File: config.mk
export PLATFORM = sky130hd
export DESIGN_NAME = cc_demuxx_writer
export DESIGN_NICKNAME = d
export VERILOG_FILES = /design/src/rtl/cc_demux_pkg.sv /design/src/rtl/cc_demux_onehot_dec.sv /design/src/rtl/cc_demuxx_writer.sv
export SDC_FILE = /design/constraint.sdc
export NUM_CORES = 1
export LEC_CHECK = 0
export ABC_CLOCK_PERIOD_IN_PS = 4800
export BUFFER_PORTS_ARGS = -buffer_cell sky130_fd_sc_hd__buf_2
export CAP_MARGIN = 20
export CORE_UTILIZATION = 54
export DETAILED_ROUTE_END_ITERATION = 16
export GPL_TIMING_DRIVEN = 0
export HOLD_SLACK_MARGIN = 0.05
export PLACE_DENSITY_LB_ADDON = 0.08
export SLEW_MARGIN = 20
export SYNTH_ARGS = -nofsm -noshare
export SYNTH_HDL_FRONTEND = slang
export SYNTH_SLANG_ARGS = --single-unit
File: constraint.sdc
create_clock -name CC_DEMUX_CLOCK_50 -period 4.8 [get_ports CC_DEMUX_CLOCK_50]
set_input_delay 0 -clock CC_DEMUX_CLOCK_50 [delete_from_list [all_inputs] [get_ports CC_DEMUX_CLOCK_50]]
set_output_delay 0 -clock CC_DEMUX_CLOCK_50 [all_outputs]
set_load 0.05 [all_outputs]
File: src/rtl/cc_demux_pkg.sv
// Shared types and constants for the 9-destination write demux.
// Optional broadcast support is enabled by defining CC_DEMUX_BROADCAST_EN.
package cc_demux_pkg;

    localparam int unsigned NUM_DEST = 9;
    localparam int unsigned SEL_W    = 4;
    localparam int unsigned CNT_W    = 4;

    localparam logic [SEL_W-1:0] SEL_BROADCAST = 4'hF;

    // SWEEP is only entered when broadcast support is built in.
    typedef enum logic [1:0] {
        IDLE   = 2'd0,
        STROBE = 2'd1,
        SWEEP  = 2'd2
    } demuxState_e;

    // True for codes that address a real destination register.
    function automatic logic is_valid_sel(input logic [SEL_W-1:0] sel);
        return (sel < SEL_W'(NUM_DEST));
    endfunction

endpackage

File: src/rtl/cc_demux_onehot_dec.sv
// Binary select code to 9-bit one-hot load vector; codes above 8 decode to zero.
module cc_demux_onehot_dec
    import cc_demux_pkg::*;
(
    input  logic [SEL_W-1:0]    code,
    output logic [NUM_DEST-1:0] oneHot
);

    // Compare against every destination index so out-of-range codes yield all zeros.
    always_comb begin
        oneHot = '0;
        for (int unsigned i = 0; i < NUM_DEST; i++) begin
            oneHot[i] = (code == SEL_W'(i));
        end
    end

endmodule

File: src/rtl/cc_demuxx_writer.sv
// Write-side demux: accepts {data, selection} and drives a one-hot load strobe
// into the 9-entry register bank, with a sticky flag for illegal codes.
// Define CC_DEMUX_BROADCAST_EN to make selection 4'hF sweep all destinations.
module cc_demuxx_writer
    import cc_demux_pkg::*;
#(
    parameter int unsigned DATAWIDTH_DEMUX_SELECTION = 4,
    parameter int unsigned DATAWIDTH_BUS             = 8,
    parameter int unsigned STROBE_CYCLES             = 1
) (
    input  logic                                 CC_DEMUX_CLOCK_50,
    input  logic                                 CC_DEMUX_RESET_InLow,
    input  logic [DATAWIDTH_BUS-1:0]             CC_DEMUX_data_InBUS,
    input  logic [DATAWIDTH_DEMUX_SELECTION-1:0] CC_DEMUX_selection_InBUS,
    input  logic                                 CC_DEMUX_valid_In,
    input  logic                                 CC_DEMUX_clear_In,
    output logic                                 CC_DEMUX_ready_Out,
    output logic [DATAWIDTH_BUS-1:0]             CC_DEMUX_data_OutBUS,
    output logic [NUM_DEST-1:0]                  CC_DEMUX_load_OutBUS,
    output logic                                 CC_DEMUX_busy_Out,
    output logic                                 CC_DEMUX_error_Out
);

    // Elaboration-time guard on the strobe length, which must fit the 4-bit counter.
    if (STROBE_CYCLES < 1 || STROBE_CYCLES > 15) begin : gBadStrobe
        $error("STROBE_CYCLES must be in 1..15");
    end

    demuxState_e              stateReg, stateNext;
    logic [DATAWIDTH_BUS-1:0] dataReg, dataNext;
    logic [NUM_DEST-1:0]      loadReg, loadNext;
    logic                     busyReg, busyNext;
    logic                     errorReg, errorNext;
    logic [CNT_W-1:0]         cntReg, cntNext;
    logic                     setError;
    logic                     strobeLast;
    logic [SEL_W-1:0]         selCode;
    logic [SEL_W-1:0]         decCode;
    logic [NUM_DEST-1:0]      decOneHot;
`ifdef CC_DEMUX_BROADCAST_EN
    logic [SEL_W-1:0]         idxReg, idxNext;
`endif

    assign selCode    = SEL_W'(CC_DEMUX_selection_InBUS);
    assign strobeLast = (cntReg == CNT_W'(STROBE_CYCLES - 1));

    // Decoder input: the incoming code in IDLE, or the next sweep position.
    always_comb begin
        decCode = selCode;
`ifdef CC_DEMUX_BROADCAST_EN
        if (stateReg == SWEEP) begin
            decCode = SEL_W'(idxReg + 1'b1);
        end else if (selCode == SEL_BROADCAST) begin
            decCode = '0;
        end
`endif
    end

    // One decoder serves both single writes and the broadcast sweep.
    cc_demux_onehot_dec uDec (
        .code   (decCode),
        .oneHot (decOneHot)
    );

    // State register and all registered outputs; reset clears the strobe at once.
    always_ff @(posedge CC_DEMUX_CLOCK_50 or negedge CC_DEMUX_RESET_InLow) begin
        if (!CC_DEMUX_RESET_InLow) begin
            stateReg <= IDLE;
            dataReg  <= '0;
            loadReg  <= '0;
            busyReg  <= 1'b0;
            errorReg <= 1'b0;
            cntReg   <= '0;
`ifdef CC_DEMUX_BROADCAST_EN
            idxReg   <= '0;
`endif
        end else begin
            stateReg <= stateNext;
            dataReg  <= dataNext;
            loadReg  <= loadNext;
            busyReg  <= busyNext;
            errorReg <= errorNext;
            cntReg   <= cntNext;
`ifdef CC_DEMUX_BROADCAST_EN
            idxReg   <= idxNext;
`endif
        end
    end

    // Next-state, strobe timing, data capture and sticky error.
    always_comb begin
        stateNext = stateReg;
        dataNext  = dataReg;
        loadNext  = loadReg;
        cntNext   = cntReg;
        setError  = 1'b0;
`ifdef CC_DEMUX_BROADCAST_EN
        idxNext   = idxReg;
`endif

        case (stateReg)
            IDLE: begin
                if (CC_DEMUX_valid_In) begin
                    if (is_valid_sel(selCode)) begin
                        dataNext  = CC_DEMUX_data_InBUS;
                        loadNext  = decOneHot;
                        cntNext   = '0;
                        stateNext = STROBE;
`ifdef CC_DEMUX_BROADCAST_EN
                    end else if (selCode == SEL_BROADCAST) begin
                        dataNext  = CC_DEMUX_data_InBUS;
                        loadNext  = decOneHot;
                        cntNext   = '0;
                        idxNext   = '0;
                        stateNext = SWEEP;
`endif
                    end else begin
                        // Illegal code: request is consumed, nothing is loaded.
                        setError  = 1'b1;
                    end
                end
            end

            STROBE: begin
                if (strobeLast) begin
                    loadNext  = '0;
                    stateNext = IDLE;
                end else begin
                    cntNext   = CNT_W'(cntReg + 1'b1);
                end
            end

`ifdef CC_DEMUX_BROADCAST_EN
            SWEEP: begin
                if (strobeLast) begin
                    cntNext = '0;
                    if (idxReg == SEL_W'(NUM_DEST - 1)) begin
                        loadNext  = '0;
                        stateNext = IDLE;
                    end else begin
                        idxNext  = SEL_W'(idxReg + 1'b1);
                        loadNext = decOneHot;
                    end
                end else begin
                    cntNext = CNT_W'(cntReg + 1'b1);
                end
            end
`endif

            default: begin
                loadNext  = '0;
                stateNext = IDLE;
            end
        endcase

        // A new error in the same cycle as a clear keeps the flag set.
        if (setError) begin
            errorNext = 1'b1;
        end else if (CC_DEMUX_clear_In) begin
            errorNext = 1'b0;
        end else begin
            errorNext = errorReg;
        end

        busyNext = (stateNext != IDLE);
    end

    assign CC_DEMUX_ready_Out   = (stateReg == IDLE);
    assign CC_DEMUX_data_OutBUS = dataReg;
    assign CC_DEMUX_load_OutBUS = loadReg;
    assign CC_DEMUX_busy_Out    = busyReg;
    assign CC_DEMUX_error_Out   = errorReg;

endmodule
-- Yosys cells after proc, flatten, opt, wreduce, memory -nomap -nowiden
Index checks and enable logic that the tools add are counted.
- bits in registers: 25
- input bits: 16
- add/subtract/negate cells: 1
- order comparisons: 1
- equality and inequality tests: 13
- muxes and demuxes: 17
- reductions and logical operators: 9
- operators with widths (kind ; number):
    9-bit 2-to-1 mux ; 3
    9-bit case mux with 2 select lines ; 1
    4-bit by 3-bit == test with 1-bit output (second input constant) ; 4
    4-bit 2-to-1 mux ; 3
    4-bit by 2-bit == test with 1-bit output (second input constant) ; 2
    4-bit logical NOT ; 2
    4-bit case mux with 2 select lines ; 1
    2-bit 2-to-1 mux ; 3
    2-bit != test (second input constant) ; 3
    3-bit AND reduction ; 2
    2-bit nonzero test ; 3
    1-bit 2-to-1 mux ; 5
    4-bit by 1-bit adder with 4-bit output (second input constant) ; 1
    4-bit by 1-bit == test with 1-bit output (second input constant) ; 1
    4-bit == test (second input constant) ; 1
    4-bit < comparator (second input constant) ; 1
    2-bit case mux with 2 select lines ; 1
    4-bit AND reduction ; 1
    2-bit by 1-bit == test with 1-bit output (second input constant) ; 1
    2-bit logical NOT ; 1
    2-bit by 1-bit != test with 1-bit output (second input constant) ; 1

-- Longest topological paths before layout
Gate-level depths: netlist of run 1.
- depth in word-level cells: 5
- depth in mapped cells: 6
- gate-level depth less buffers: 5

-- Cells and area by module
Synthesis of run 1 repeated with hierarchy kept, for this count alone.
- cells, all modules: 89
- area, all modules: 1163.6 µm²
- modules (own cells, without submodules) (module ; instances ; cells an instance ; area each (µm²) ; seq. area each (µm²)):
    cc_demuxx_writer ; 1 ; 80 ; 1073.5 ; 625.6
    cc_demux_onehot_dec ; 1 ; 9 ; 90.1 ; 0.0

-- Least setup slack after synthesis of run 1
No wires, ideal clock.
- kind: register -> register
- start: register stateReg[1]
- end: register cntReg[0]
- library setup time: 126 ps
- arrival time: 1562 ps
- setup slack: 3112 ps
- cell stages (with the launch flop): 5
- buffers on the path: 1
- clock period less this slack: 1688 ps
- path through: dfrtp_1 -> buf_6 -> nor2_1 -> a32o_1 -> o21ai_0
- longest elaborated chain between the ends: 3
- elaborated cells between the ends (all ways): 8
- those cells by class: eq/ne (4); mux (1); reduce/logical (3)
- ends and longest elaborated chain (item ; RTL line ; RTL):
    from (decl) ; cc_demuxx_writer.sv:29 ; demuxState_e stateReg, stateNext;
    from (signal assigned) ; cc_demuxx_writer.sv:78 ; stateReg <= stateNext;
    2-bit logical NOT (*) ; n/a ;
    net CC_DEMUX_ready_Out ; cc_demuxx_writer.sv:17 ; output logic CC_DEMUX_ready_Out,
    2-bit by 1-bit != test with 1-bit output (no line) (tied with other cells) ; n/a ;
    4-bit AND reduction (no line) ; n/a ;
    to (signal assigned) ; cc_demuxx_writer.sv:83 ; cntReg <= cntNext;
    to (decl) ; cc_demuxx_writer.sv:34 ; logic [CNT_W-1:0] cntReg, cntNext;
Mark *: on every way through the listed nets, which the timed path passes. The rest lies on a longest branch.
A chain may end at the register's enable or synchronous reset.

-- Worst setup path in the final report of run 1
- start: register cntReg[0]
- end: register loadReg[4] (netlist: CC_DEMUX_load_OutBUS[4])
- longest elaborated chain between the ends: 3
- ends and longest elaborated chain (item ; RTL line ; RTL):
    4-bit logical NOT ; cc_demuxx_writer.sv:45 ; assign strobeLast = (cntReg == CNT_W'(STROBE_CYCLES - 1));
    2-bit != test (no line) ; n/a ;
    3-bit AND reduction (no line) ; n/a ;
    to (signal assigned) ; cc_demuxx_writer.sv:80 ; loadReg <= loadNext;
    to (decl) ; cc_demuxx_writer.sv:31 ; logic [NUM_DEST-1:0] loadReg, loadNext;
Every way passes these cells.

==> results by group, run 1 <==
Synth
  – Mapped Cells: 92
  – Sequential area share after synthesis: 52.0%
  – Post-Syn Nets: 110
  – Synth Warn #: 0
  – Complex-gate fraction of the synthesized area: 9.46%
  – Largest family of logic cells by synthesized area: multiplexers
  – Mux cell area share after synthesis: 16.2%
  – Synth Flop Type: dfrtp_1
  – Distinct cells, synth: 38
  – EDFF count, synth: 0
  – Post-synth top area cell: dfrtp_1
  – Post-synth ARST share: 100%
  – Synth Register Bits: 25
  – Adder and majority cell fraction of the synthesized area: 2.08%
  – Avg Inst Size Synth: 13.1 µm²
  – XOR/XNOR Fraction of Synth Area: 0%
  – Simple-Gate Fraction of Synth Area: 15.0%
  – Share of the synthesized area in the top cell type: 52.0%
  – Most frequent cell after synthesis: dfrtp_1
  – Commonest cells post-synth: dfrtp_1 (25), mux2_4 (7)
  – Cell Area, Synth: 1200 µm²
  – Largest cells by area after synthesis: dfrtp_1 (52%), mux2_4 (8.7%), mux2_1 (3.7%)

CTS
  – Cts repair resizes: 0
  – Clock sinks: 25
  – CTS max path bufs: 2
  – CTS root buffer: clkbuf_4
  – TritonCTS clock tree: yes
  – TritonCTS Buffers: 3
  – Worst-path clk slew: 0.13 ns
  – H-tree depth: 1
  – Worst-Skew Late Latency: 0.32 ns

STA
  – Fin crit share: 37.7%
  – Max Freq: 0.553 GHz
  – Period minus WS final: 1.81 ns
  – Final Max Slew Viols: 0
  – Final Hold Fails: 0
  – Clock skew: 0.00245 ns
  – Setup TNS: 0 ns
  – WHS: 0.112 ns
  – Final count of negative-setup-slack endpoints: 0
  – Unrepaired setup endpoints after global routing: false
  – Worst slew pin tran: 0.552 ns
  – Slew headroom: 62.9%

Routing
  – Initial DRC count: 1
  – 1st-pass router iterations: 3
  – Final ANT Viol Nets: 0
  – WL/cell: 13.7 µm
  – Final wirelength: 2330 µm
  – Vias: 911
  – DRC Markers: 0
  – DR vias/cell: 5.36

GRT
  – GRT overflow: 0
  – Number of global-route vias before repair: 944
  – First-pass GRT wire length: 4170 µm
  – Pin count of the biggest net entering global routing: 26
  – Initial antenna violation count: 0
  – Total GRT Usage: 22.7%

Pwr
  – Tot Pwr: 555 µW
  – Comb pwr share: 37.3%
  – Power Density: 356 nW/µm²
  – Pleak: 0.793 nW
  – Flop pwr share: 45.4%
  – Clock network power share: 17.3%
  – Max IR drop VDD: 0.291 mV
  – Psw: 216 µW
  – Pint: 339 µW
  – Sw frac: 39.0%

Setup path
  – Setup crit end kind: flop
  – Critical path class: flop to flop
  – WP data required: 5.02 ns
  – Worst Path Arrival: 2.03 ns
  – Setup crit start kind: flop
  – CP max FO: 8

Finish
  – Area grow syn2layout: 29.5%
  – Fillcell total: 138
  – ANT cells: 0
  – # nets final: 162
  – Share of layout cells above drive strength 1: 38.5%

Floorplanning
  – Die area: 2420 µm²
  – Die Wd: 49.2 µm
  – IO Count: 36
  – Die Y: 49.2 µm
  – Row count: 16
  – Core Region: 2020 µm²
  – Initial core utilization: 59.5%

Place
  – Post-DP HPWL: 1630 µm
  – Buffers on Ports: 35
  – Global placement routability congestion: 0.783

Job
  – Max_cap viols: 0

Outcome
  – Outcome: completed

Hold path
  – Hold Crit Class: input pin to flop
==> power groups by stage <==
stage                     Sequential, mW  Combinational, mW  Clock (mW)
after floorplan                    0.336             0.0700           0
after global placement             0.255              0.196           0
after detailed placement           0.257              0.200           0
after CTS                          0.253              0.208      0.0983
after global routing               0.256              0.222       0.104
final                              0.252              0.207      0.0961
==> worst max-delay path, cell delays in order, from the launching register on <==
cell and delay, ns:
dfrtp_1 0.40, inv_1 0.07, ha_1 0.21, and4bb_1 0.22, o32a_1 0.35, buf_6 0.15
mux2_4 0.29
==> stage by stage <==
stage               instances  worst slack (ns)  area, µm²  utilization [%]
floorplan                  92              3.11       1200                -
global placement          154              3.04       1410             69.9
detailed placement        154              3.00       1410             69.9
CTS                       170              2.98       1560             77.1
global route              170              2.81       1560             77.1
finish                    170              2.99       1560             77.1
==> cells in the final DEF, fill, tap and decap left out, types with 3 or more instances in the layout <==
cell type | netlist | final
dfrtp_1 | 25 | 25
and3b_1 | 4 | 4
mux2_2 | 4 | 4
dlygate4sd3_1 | 0 | 12
o31ai_1 | 3 | 3
mux2_1 | 4 | 4
clkbuf_4 | 0 | 3
buf_6 | 3 | 3
inv_1 | 4 | 4
buf_2 | 0 | 35
nand3_1 | 3 | 3
mux2_4 | 7 | 7
==> per-layer routing <==
layer / track usage (%) / part of all wire [%] / vias to the layer above
met5: 0 / 0 / -
met4: 10.3 / 2.0 / 0
met3: 4.36 / 4.5 / 6
met2: 40.6 / 53 / 24
met1: 25.9 / 41 / 443
li1: - / - / 438
==> final cells by class <==
class / instances / area, µm² / area share [%]
multi-input combinational: 58 / 518 / 33.2
inverter: 4 / 15.0 / 0.963
clock buffer: 4 / 26.3 / 1.69
tap: 27 / 33.8 / 2.17
sequential: 25 / 626 / 40.1
buffer: 5 / 45.0 / 2.89
timing repair buffer: 47 / 295 / 18.9
==> kinds of logic (layout without fill, tap and decap cells) <==
family,count (synthesis),count (layout)
other cells,1,1
mux,15,15
flops,25,25
fa+ha+maj,2,2
compound gates,15,15
buf+inv,9,60
simple gates,25,25
==> state kept, by name, indices dropped and copies added, names as in the netlist <==
register,count
cntReg,4
CC_DEMUX_data_OutBUS,8
stateReg,2
CC_DEMUX_load_OutBUS,9
CC_DEMUX_busy_Out,1
CC_DEMUX_error_Out,1
==> worst paths after layout <==
path                                        startpoint                      end  slack, ns  cells after the start
hold reg to reg                CC_DEMUX_data_OutBUS[4]  CC_DEMUX_data_OutBUS[4]       0.50                      1
setup / recovery                             cntReg[0]  CC_DEMUX_load_OutBUS[4]       2.99                      6
hold / removal             CC_DEMUX_selection_InBUS[2]       CC_DEMUX_error_Out       0.11                      3
max in group asynchronous         CC_DEMUX_RESET_InLow  CC_DEMUX_data_OutBUS[5]       4.27                      2
min in group asynchronous         CC_DEMUX_RESET_InLow  CC_DEMUX_load_OutBUS[1]       0.17                      2
setup reg to reg                             cntReg[0]  CC_DEMUX_load_OutBUS[4]       2.99                      6
==> repair_timing <==
item | 4_1_cts | 5_1_grt
setup buffers | 0 | 0
hold buffers | 12 | 0
hold endpoints to repair | 37 | 0
Note: power is estimated with default switching activity, not from simulation.
==> run 2, diff against run 1 <==
- ABC_CLOCK_PERIOD_IN_PS: 4800 -> 1500
- CORE_UTILIZATION: 54 -> 45
- clock period: 4.8 -> 1.5 ns (I/O delays scaled with it)
==> run 2 against run 1 <==
Net effect:
- the run now ends with setup timing left
- core utilization shrank 8.2 points
- routed wire length grew 10%
- flip-flop and latch count is the same
- sequential power grew to 3.2 times the previous value
- clock skew grew 0.0026 ns
- clock-buffer cell count is the same
- register-to-register slack lost 3.1 ns
- total power grew to 3.5 times the previous value
- worst hold slack gained 0.017 ns
- non-clock buffer count grew 10
- critical endpoint unchanged
- largest cell class unchanged
- largest power group is now combinational cells
==> results by group, run 2 (synthesized netlist as in run 1, its figures left out) <==
STA
  – Unrepaired setup endpoints after global routing: true
  – PnR worst setup slack: -0.147 ns (-3.14 ns)
  – Final Hold Fails: 0 (unchanged)
  – Final Max Slew Viols: 0 (unchanged)
  – Clock skew: 0.00506 ns (+0.00261 ns)
  – Period minus WS final: 1.65 ns (-0.161 ns)
  – Slew headroom: 62.6% (-0.29 points)
  – Final count of negative-setup-slack endpoints: 16 (+16)
  – Worst slew pin tran: 0.561 ns (+0.00914 ns)
  – Fin crit share: 110% (+72 points)
  – Max Freq: 0.607 GHz (+9.8%)

Floorplanning
  – Initial core utilization: 48.1% (-11 points)
  – Die area: 2890 µm² (+19%)
  – IO Count: 36 (unchanged)
  – Die Wd: 53.7 µm (+9.2%)
  – Core Region: 2500 µm² (+24%)
  – Die Y: 53.7 µm (+9.2%)
  – Row count: 18 (+2)

GRT
  – Number of global-route vias before repair: 851 (-9.9%)
  – GRT overflow: 0 (unchanged)
  – First-pass GRT wire length: 3870 µm (-7.1%)
  – Pin count of the biggest net entering global routing: 26 (unchanged)
  – Total GRT Usage: 19.0% (-3.7 points)
  – Initial antenna violation count: 0 (unchanged)

Job
  – Max_cap viols: 0 (unchanged)

Setup path
  – Worst Reg-to-Reg Cells: 5 (-1)
  – Critical R2R Capture: CC_DEMUX_load_OutBUS[4]
  – WP data required: 1.71 ns (-3.31 ns)
  – Crit path depth: 5 (-1)
  – Critical path class: flop to flop
  – CP max FO: 8 (unchanged)
  – Most used cell, CP: buf_6
  – Setup crit end kind: flop
  – Worst Path Arrival: 1.86 ns (-0.17 ns)
  – CP max stage delay: 0.41 ns (about the same)
  – Worst path top cell family by delay: flip-flops
  – Setup crit start kind: flop
  – Slowest CP cell: dfrtp_1
  – R2r startpoint: stateReg[1]
  – Buf+Inv Stages, Crit Path: 2 (unchanged)
  – Crit-path cells: buf_6 > or3b_4 > o32a_1 > buf_6 > mux2_4
  – Register-to-register setup slack: -0.15 ns (-3.14 ns)

Hold path
  – Hold path endpoint: CC_DEMUX_error_Out
  – Min-delay src: CC_DEMUX_selection_InBUS[2]
  – Hold Crit Depth: 3 (unchanged)
  – Hold Crit Class: input pin to flop

CTS
  – Worst-path clk slew: 0.13 ns (about the same)
  – Clock sinks: 25 (unchanged)
  – TritonCTS Buffers: 3 (unchanged)
  – TritonCTS clock tree: yes
  – CTS root buffer: clkbuf_4
  – H-tree depth: 1 (unchanged)
  – Worst-Skew Late Latency: 0.31 ns (about the same)
  – CTS max path bufs: 2 (unchanged)

Routing
  – Final ANT Viol Nets: 0 (unchanged)
  – Initial DRC count: 10 (+9)
  – 1st-pass router iterations: 4 (+1)
  – Final wirelength: 2570 µm (+10%)
  – DRC Markers: 0 (unchanged)
  – DR vias/cell: 5.13 (-4.4%)
  – WL/cell: 14.0 µm (+2.2%)
  – Vias: 938 (+3.0%)

Finish
  – # nets final: 172 (+6.2%)
  – Area grow syn2layout: 43.0%
  – Max reg flops: 9 (unchanged)
  – Share of layout cells above drive strength 1: 52.3% (+14 points)
  – Most frequent cells in the layout: buf_2 (35), dfrtp_1 (24), mux2_4 (15)
  – Fillcell total: 190 (+38%)
  – ANT cells: 0 (unchanged)
  – Design area: 1720 µm² (+10%)
  – Commonest non-fill, non-tap cell in the layout: buf_2

Place
  – Global placement routability congestion: 0.747 (-4.6%)
  – Post-DP HPWL: 1630 µm (about the same)
  – Buffers on Ports: 35 (unchanged)
  – Placement Cell Area: 1420 µm² (+0.71%)
  – Setup Slack @ Placement: -0.262 ns (-3.26 ns)

Pwr
  – Max IR drop VDD: 0.954 mV (+230%)
  – Power Density: 1130 nW/µm² (+220%)
  – Pleak: 0.885 nW (+12%)

Outcome
  – Failing checks: setup timing
  – Outcome: finished, violations left
==> run 2: where the power goes <==
group,leakage [nW],internal [mW],switching [mW]
logic,0.546,0.346,0.482
registers,0.325,0.762,0.0519
clock network,0.0150,0.104,0.194
total,0.885,1.21,0.728
==> run 2: how the worst max path moves through the flow <==
stage	start	to	slack [ns]
after CTS	stateReg[1]	CC_DEMUX_load_OutBUS[5]	-0.17
after detailed placement	stateReg[0]	CC_DEMUX_data_OutBUS[4]	-0.26
after global routing	cntReg[1]	CC_DEMUX_load_OutBUS[5]	-0.23
after global placement	stateReg[0]	CC_DEMUX_data_OutBUS[2]	-0.23
after floorplan	stateReg[0]	CC_DEMUX_data_OutBUS[0]	-0.12
final	stateReg[1]	CC_DEMUX_load_OutBUS[4]	-0.15
==> run 2: area by class of cell <==
cell class / instances / area, µm² / area share [%]
plain buffers: 3 / 37.5 / 2.18
clock buffers: 4 / 26.3 / 1.53
inverters: 4 / 15.0 / 0.872
multi-input cells: 58 / 586 / 34.0
flip-flops and latches: 25 / 627 / 36.4
well taps: 30 / 37.5 / 2.18
repair buffers: 59 / 393 / 22.8
==> run 2: timing repair <==
action | CTS | global route
endpoints found under the setup margin | 21 | 21
hold endpoints to repair | 37 | 0
buffers inserted | 9 | 3
pin swaps | 2 | 5
gates resized for setup | 5 | 18
hold buffers | 12 | 0
==> run 2: metrics by stage <==
step | setup TNS, ns | hold slack, ns | util [%] | cells | total power, mW
floorplan | -1.72 | -0.296 | - | 92 | 1.31
global route | -3.03 | 0.150 | 68.9 | 183 | 2.04
global placement | -3.30 | 0.0150 | 56.9 | 157 | 1.45
finish | -1.79 | 0.129 | 68.9 | 183 | 1.94
CTS | -2.47 | 0.121 | 65.7 | 181 | 1.83
detailed placement | -3.98 | 0.0176 | 56.9 | 157 | 1.47
==> run 2: worst reg2reg max path, cell delays in order (launching register included) <==
cell and delay (ns):
dfrtp_1 0.41, buf_6 0.13, or3b_4 0.36, o32a_1 0.19
buf_6 0.15, mux2_4 0.30
==> run 2: metal layers <==
metal / up-vias / track usage [%] / part of all wire [%]
li1: 457 / - / -
met1: 457 / 25.7 / 47
met2: 22 / 30.9 / 49
met3: 2 / 3.39 / 2.5
met4: 0 / 5.26 / 0.66
met5: - / 0 / 0
